--- config.mk ---
export PLATFORM = sky130hd
export DESIGN_NAME = seq_bit_serializer
export DESIGN_NICKNAME = d
export VERILOG_FILES = /design/src/rtl/seq_pkg.sv /design/src/rtl/seq_bit_serializer.sv
export SDC_FILE = /design/constraint.sdc
export NUM_CORES = 1
export LEC_CHECK = 0
export ABC_AREA = 1
export ABC_CLOCK_PERIOD_IN_PS = 3900
export BUFFER_PORTS_ARGS = -buffer_cell sky130_fd_sc_hd__buf_2
export CAP_MARGIN = 5
export CORE_MARGIN = 2
export CORE_UTILIZATION = 35
export CTS_CLUSTER_SIZE = 30
export DETAILED_ROUTE_END_ITERATION = 6
export PLACE_DENSITY_LB_ADDON = 0.25
export SYNTH_ARGS = -nofsm -noshare
export SYNTH_HDL_FRONTEND = slang
export SYNTH_SLANG_ARGS = --single-unit
--- constraint.sdc ---
create_clock -name clk -period 3.9 [get_ports clk]
set_clock_uncertainty 0.05 [all_clocks]
set_input_delay 0.78 -clock clk [delete_from_list [all_inputs] [get_ports clk]]
set_output_delay 0.78 -clock clk [all_outputs]
set_load 0.01 [all_outputs]
--- src/rtl/seq_pkg.sv ---
// Shared definitions for the serial sequence detectors and their bit serializer front end.
package seq_pkg;

  typedef enum logic {
    SER_IDLE  = 1'b0,
    SER_SHIFT = 1'b1
  } ser_state_t;

  typedef enum logic [1:0] {
    S0 = 2'd0,
    S1 = 2'd1,
    S2 = 2'd2,
    S3 = 2'd3
  } det_state_t;

  // Bit-index width for a word; never below 1 so the counter always exists.
  function automatic int SER_CNT_W(input int width);
    return (width < 2) ? 1 : $clog2(width);
  endfunction

endpackage

--- src/rtl/seq_bit_serializer.sv ---
// Parallel-to-serial front end: WIDTH-bit words in over valid/ready, one framed bit per clock out.
// A holding register lets consecutive words stream with no idle bit between them.
module seq_bit_serializer
  import seq_pkg::*;
#(
  parameter int WIDTH     = 8,
  parameter bit MSB_FIRST = 1'b1,
  parameter bit IDLE_BIT  = 1'b0
) (
  input  logic             clk,
  input  logic             rst_n,
  input  logic [WIDTH-1:0] in_data,
  input  logic             in_valid,
  output logic             in_ready,
  input  logic             flush,
  output logic             ser_bit,
  output logic             ser_valid,
  output logic             ser_sof,
  output logic             ser_eof,
  output logic             busy
);

  localparam int CNT_W = SER_CNT_W(WIDTH);
  localparam logic [CNT_W-1:0] LAST_IDX = CNT_W'(WIDTH - 1);

  ser_state_t       state, state_next;
  logic [WIDTH-1:0] sr, sr_next, sr_shifted;
  logic [WIDTH-1:0] hr, hr_next;
  logic [CNT_W-1:0] cnt, cnt_next;
  logic             hr_full, hr_full_next;
  logic             accept;
  logic             last_bit;
  logic             out_bit;

  generate
    if (WIDTH < 2 || WIDTH > 32) begin : g_bad_width
      $error("seq_bit_serializer: WIDTH must be in 2..32");
    end

    // Shift direction is fixed at elaboration so the output tap is a plain wire.
    if (MSB_FIRST) begin : g_msb_first
      assign sr_shifted = {sr[WIDTH-2:0], 1'b0};
      assign out_bit    = sr[WIDTH-1];
    end else begin : g_lsb_first
      assign sr_shifted = {1'b0, sr[WIDTH-1:1]};
      assign out_bit    = sr[0];
    end
  endgenerate

  assign in_ready  = !hr_full && !flush;
  assign accept    = in_valid && in_ready;
  assign last_bit  = (cnt == LAST_IDX);

  assign ser_valid = (state == SER_SHIFT);
  assign ser_bit   = ser_valid ? out_bit : IDLE_BIT;
  assign ser_sof   = ser_valid && (cnt == '0);
  assign ser_eof   = ser_valid && last_bit;
  assign busy      = ser_valid || hr_full;

  always_comb begin
    state_next   = state;
    sr_next      = sr;
    cnt_next     = cnt;
    hr_next      = hr;
    hr_full_next = hr_full;

    if (flush) begin
      state_next   = SER_IDLE;
      hr_full_next = 1'b0;
      cnt_next     = '0;
    end else begin
      case (state)
        SER_IDLE: begin
          if (accept) begin
            sr_next    = in_data;
            cnt_next   = '0;
            state_next = SER_SHIFT;
          end
        end
        SER_SHIFT: begin
          if (!last_bit) begin
            sr_next  = sr_shifted;
            cnt_next = cnt + CNT_W'(1);
            if (accept) begin
              hr_next      = in_data;
              hr_full_next = 1'b1;
            end
          // On the last bit the held word takes priority over a bypass from the input.
          end else if (hr_full) begin
            sr_next  = hr;
            cnt_next = '0;
            if (accept) begin
              hr_next = in_data;
            end else begin
              hr_full_next = 1'b0;
            end
          end else if (accept) begin
            sr_next  = in_data;
            cnt_next = '0;
          end else begin
            state_next = SER_IDLE;
            cnt_next   = '0;
          end
        end
        default: state_next = SER_IDLE;
      endcase
    end
  end

  always_ff @(posedge clk or negedge rst_n) begin
    if (!rst_n) begin
      state   <= SER_IDLE;
      sr      <= '0;
      cnt     <= '0;
      hr      <= '0;
      hr_full <= 1'b0;
    end else begin
      state   <= state_next;
      sr      <= sr_next;
      cnt     <= cnt_next;
      hr      <= hr_next;
      hr_full <= hr_full_next;
    end
  end

endmodule

Yosys cells after proc, flatten, opt, wreduce, memory -nomap -nowiden

Index checks and enable logic that the tools add are counted.

Register bits after elaboration: 21
Input port bits: 12
Output and inout bits: 6
Logic and storage cells: 45

Add/subtract/negate cells: 1
Equal/unequal tests: 3
Mux-type cells: 22
Bitwise logic cells: 2
Reductions and logical operators: 12

Operator list:

| kind                                                          | count |
|---|---|
| 8-bit two-way mux                                             | 6 |
| 8-bit case mux with 2 select lines                            | 1 |
| 1-bit two-way mux                                             | 10 |
| 3-bit two-way mux                                             | 3 |
| 3-bit case mux with 2 select lines                            | 1 |
| 1-bit logical AND                                             | 4 |
| 3-bit by 1-bit adder with 3-bit output, second input constant | 1 |
| 3-bit == test, second input constant                          | 1 |
| 3-bit zero test                                               | 1 |
| 3-bit != test, second input constant                          | 1 |
| 3-bit AND reduction                                           | 1 |
| 3-bit nonzero test                                            | 1 |
| 1-bit zero test                                               | 2 |
| 2-bit != test, second input constant                          | 1 |
| 1-bit inverter                                                | 2 |
| 1-bit case mux with 2 select lines                            | 1 |
| 2-bit AND reduction                                           | 1 |
| 2-bit nonzero test                                            | 1 |
| 1-bit logical OR                                              | 1 |

Longest topological paths before layout

Depth after elaboration: 8
Mapped depth: 10
Depth with buffers taken out: 8

Worst setup path before layout

Ideal clock, no wire load.

Path type: in2out
Start point: in flush
End point: out in_ready
Arrival: 1.022 ns
Required time: 3.070 ns
Setup slack: 2.048 ns
Stages on the path: 2
Buffers on the path: 1
Cell sequence: buf_6 -> nor2_4

Cells in the longest elaborated chain, start to end: 2

RTL lines:

| element           | line                     | RTL |
|---|---|---|
| from (decl)       | seq_bit_serializer.sv:15 | `input logic flush,` |
| 1-bit zero test   | seq_bit_serializer.sv:50 | `assign in_ready = !hr_full && !flush;` |
| 1-bit logical AND | seq_bit_serializer.sv:50 |  |
| to (decl)         | seq_bit_serializer.sv:14 | `output logic in_ready,` |

Every way passes these cells.

Worst setup path in the final report

Start point: reg cnt[1]
End point: out ser_eof

Cells in the longest elaborated chain, start to end: 2

RTL lines:

| element                | line                      | RTL |
|---|---|---|
| from (decl)            | seq_bit_serializer.sv:29  | `logic [CNT_W-1:0] cnt, cnt_next;` |
| from (signal assigned) | seq_bit_serializer.sv:120 | `cnt <= cnt_next;` |
| 3-bit == test          | seq_bit_serializer.sv:52  | `assign last_bit = (cnt == LAST_IDX);` |
| 1-bit logical AND      | seq_bit_serializer.sv:57  | `assign ser_eof = ser_valid && last_bit;` |
| to (decl)              | seq_bit_serializer.sv:19  | `output logic ser_eof,` |

Every way passes these cells.

==> flow_results.xml <==
<?xml version="1.0" encoding="UTF-8"?>
<metrics>
  <group name="sta">
    <metric name="slew_violations" unit="">0</metric>
    <metric name="fin_worst_hold_slack" unit="ps">372</metric>
    <metric name="min_period_over_period" unit="%">60.4</metric>
    <metric name="worstMarginPinSlew" unit="ps">502</metric>
    <metric name="setup_tns" unit="ps">0</metric>
    <metric name="final_critical_path_setup_slack" unit="ps">1550</metric>
    <metric name="fmax" unit="GHz">0.425</metric>
    <metric name="period_needed" unit="ps">2350</metric>
    <metric name="report.final.setup_viol" unit="">0</metric>
    <metric name="slew_headroom" unit="%">66.5</metric>
    <metric name="grt_setup_unrepaired" unit="">false</metric>
    <metric name="timing_hold_violations_final" unit="">0</metric>
  </group>
  <group name="floorplanning">
    <metric name="placementRows" unit="">21</metric>
    <metric name="die_h" unit="um">62.5</metric>
    <metric name="floorplan.core_area" unit="mm^2">0.00331</metric>
    <metric name="initial_core_util" unit="%">36.2</metric>
    <metric name="fp.dieW" unit="um">62.5</metric>
    <metric name="dieArea" unit="mm^2">0.00391</metric>
    <metric name="ios" unit="">18</metric>
  </group>
  <group name="worst_setup_path">
    <metric name="worstSetupEndpointType" unit="">output port</metric>
    <metric name="setup_cp_type" unit="">reg2out</metric>
    <metric name="worst_setup_path_start_kind" unit="">register</metric>
    <metric name="worstPathRequired" unit="ps">3070</metric>
    <metric name="crit_fanout" unit="">8</metric>
    <metric name="worst_ep_arrival_time" unit="ps">1520</metric>
  </group>
  <group name="placed_design">
    <metric name="dpl_worst_slack" unit="ps">1840</metric>
    <metric name="portBuffers" unit="">17</metric>
    <metric name="post-dp-hpwl" unit="um">1940</metric>
    <metric name="finalWeightedCongestion" unit="">0.780</metric>
    <metric name="dpl.cell_count" unit="">208</metric>
  </group>
  <group name="power_and_ir_drop">
    <metric name="power.share.switching" unit="%">32.9</metric>
    <metric name="vdd_ir_drop_max" unit="V">0.000146</metric>
    <metric name="report.power.total" unit="uW">520</metric>
    <metric name="relative_contribution_of_sequential_cells_to_total_power" unit="%">55.5</metric>
    <metric name="comb_power_share" unit="%">23.9</metric>
    <metric name="leakage_power_total" unit="nW">0.724</metric>
    <metric name="internal-power" unit="uW">349</metric>
    <metric name="power.net_switching" unit="uW">171</metric>
    <metric name="power_density" unit="mW/mm^2">390</metric>
    <metric name="share_clk_of_total_power" unit="%">20.5</metric>
  </group>
  <group name="clock_tree">
    <metric name="clock_path_buffers" unit="">2</metric>
    <metric name="clock_tree_from_tritoncts" unit="">yes</metric>
    <metric name="cts_htree_levels" unit="">1</metric>
    <metric name="cts_hold_buffers" unit="">0</metric>
    <metric name="clk_latency" unit="ps">300</metric>
    <metric name="clock-root-buffer" unit="">sky130_fd_sc_hd__clkbuf_4</metric>
    <metric name="cts.sink_count" unit="">21</metric>
    <metric name="cts.repair_timing.setup_buffer_count" unit="">0</metric>
    <metric name="tritoncts.num_buffers" unit="">3</metric>
    <metric name="ctsResizeCount" unit="">0</metric>
    <metric name="clk_pin_slew_worst_paths" unit="ps">120</metric>
  </group>
  <group name="synth">
    <metric name="sequential_fraction_of_the_synthesis_area" unit="%">43.9</metric>
    <metric name="netlist_area" unit="mm^2">0.00120</metric>
    <metric name="yosys.area.top_type_share" unit="%">43.9</metric>
    <metric name="synth_area_per_cell" unit="um^2">8.04</metric>
    <metric name="synth_enable_flop_cells" unit="">0</metric>
    <metric name="synth.yosys.warnings" unit="">0</metric>
    <metric name="ys.flop_type" unit="">sky130_fd_sc_hd__dfrtp_1</metric>
    <metric name="syn-num-nets" unit="">164</metric>
    <metric name="synth_cell_type_count" unit="">24</metric>
    <metric name="synth.most_common_cell" unit="">sky130_fd_sc_hd__nand2_1</metric>
    <metric name="synth_cells" unit="">149</metric>
    <metric name="synth_seq_cells" unit="">21</metric>
    <metric name="netlist_top_cells_count" unit="">sky130_fd_sc_hd__nand2_1 (41), sky130_fd_sc_hd__dfrtp_1 (21), sky130_fd_sc_hd__inv_1 (17)</metric>
    <metric name="synth_async_sr_flop_share" unit="%">100</metric>
    <metric name="post_synth_main_area_contributors" unit="">sky130_fd_sc_hd__dfrtp_1 (44%), sky130_fd_sc_hd__nand2_1 (13%), sky130_fd_sc_hd__nand3_1 (5.9%), sky130_fd_sc_hd__inv_1 (5.3%), sky130_fd_sc_hd__nor2_1 (4.1%)</metric>
    <metric name="synthDominantAreaCellType" unit="">sky130_fd_sc_hd__dfrtp_1</metric>
  </group>
  <group name="run">
    <metric name="total_of_max_cap_violations" unit="">0</metric>
  </group>
  <group name="grt">
    <metric name="antenna_found_initial" unit="">0</metric>
    <metric name="grt_util_all_layers" unit="%">14.6</metric>
    <metric name="grt_pass1_wl" unit="um">4500</metric>
    <metric name="grt_max_degree" unit="">22</metric>
    <metric name="gr-total-overflow" unit="">0</metric>
    <metric name="grt_pass1_vias" unit="">969</metric>
  </group>
  <group name="route">
    <metric name="ant_nets" unit="">0</metric>
    <metric name="drt_first_iter_violations" unit="">54</metric>
    <metric name="routed_wirelength" unit="um">2580</metric>
    <metric name="routed_via_density" unit="">4.85</metric>
    <metric name="remaining_routing_drc_violations" unit="">0</metric>
    <metric name="drt_pre_antenna_iters" unit="">5</metric>
    <metric name="routed_wire_length_per_instance" unit="um">12.2</metric>
    <metric name="vias" unit="">1029</metric>
  </group>
  <group name="status">
    <metric name="run_status" unit="">finished clean</metric>
  </group>
  <group name="cells_and_area">
    <metric name="fin_cells" unit="">212</metric>
    <metric name="area_growth_syn_to_layout" unit="%">11.2</metric>
    <metric name="layout.nets" unit="">182</metric>
    <metric name="final_layout_size_suffix_gt1_share" unit="%">22.9</metric>
    <metric name="diodes" unit="">0</metric>
  </group>
  <group name="min_path">
    <metric name="hold_path.class" unit="">in2async</metric>
  </group>
</metrics>
-- cell families after synthesis --
logic type	after synthesis	share of synthesized area, %
buffers and inverters	25	10.3
adders and majority gates	3	3.14
DFF	21	43.9
AOI/OAI and AO/OA	21	11.5
and+or+nand+nor	79	31.1
-- critical path, cell delays in order (launching register included) --
cell and delay [ps]:
sky130_fd_sc_hd__dfrtp_1 370, sky130_fd_sc_hd__ha_1 150, sky130_fd_sc_hd__ha_1 370, sky130_fd_sc_hd__nand2_1 90
sky130_fd_sc_hd__inv_1 100, sky130_fd_sc_hd__buf_2 140
-- power groups by stage --
stage / Clock [mW] / Combinational, mW / Sequential [mW]
final: 0.107 / 0.124 / 0.289
after global routing: 0.117 / 0.145 / 0.295
after CTS: 0.108 / 0.127 / 0.289
after detailed placement: 0 / 0.126 / 0.293
after global placement: 0 / 0.123 / 0.293
after floorplan: 0 / 0.0979 / 0.283
-- final cells by class --
type | count | area (um^2)
clock buffer | 4 | 26.3
fill | 374 | 1980
inverter | 21 | 88.8
multi-input combinational | 103 | 548
sequential | 21 | 526
tap | 46 | 57.6
timing repair buffer | 17 | 85.1
-- worst paths after layout --
path | from | to | slack [ps] | depth (start not counted)
max | cnt[1] | ser_eof | 1550 | 5
min | rst_n | hr[2] | 370 | 1
max reg2reg | cnt[0] | sr[7] | 2190 | 8
min reg2reg | hr[4] | hr[4] | 440 | 2
max in group asynchronous | rst_n | cnt[1] | 3090 | 1
min in group clk | hr[4] | hr[4] | 440 | 2
-- metrics by stage --
step                      area, um^2  util [%]
after floorplan                 1200         -
after global placement          1310      39.4
after detailed placement        1310      39.4
after CTS                       1330      40.2
after global routing            1330      40.2
final                           1330      40.2
-- state kept, by name, summed over array words and instances, names as in the netlist --
signal	cells
cnt	3
hr	8
hr_full	1
ser_valid	1
sr	8
-- cells in the final DEF, fill, tap and decap left out, types with 3 or more instances in the layout --
cell type / instances
sky130_fd_sc_hd__o21ai_0: 5
sky130_fd_sc_hd__nand3_1: 14
sky130_fd_sc_hd__nand2_1: 41
sky130_fd_sc_hd__a21oi_1: 4
sky130_fd_sc_hd__o21ai_2: 5
sky130_fd_sc_hd__dfrtp_1: 21
sky130_fd_sc_hd__buf_2: 17
sky130_fd_sc_hd__nand2_2: 4
sky130_fd_sc_hd__o211ai_1: 3
sky130_fd_sc_hd__nand2_4: 3
sky130_fd_sc_hd__clkbuf_4: 3
sky130_fd_sc_hd__nor2_1: 13
sky130_fd_sc_hd__inv_1: 17
sky130_fd_sc_hd__ha_1: 3
-- per-layer routing --
layer,track usage (%),up-vias,wire length (um)
li1,-,511,-
met5,0,-,0
met3,1.80,5,117
met1,19.9,482,1200
met2,23.3,31,1230
met4,6.11,0,40
No activity file was read; power rests on OpenSTA's default activity.
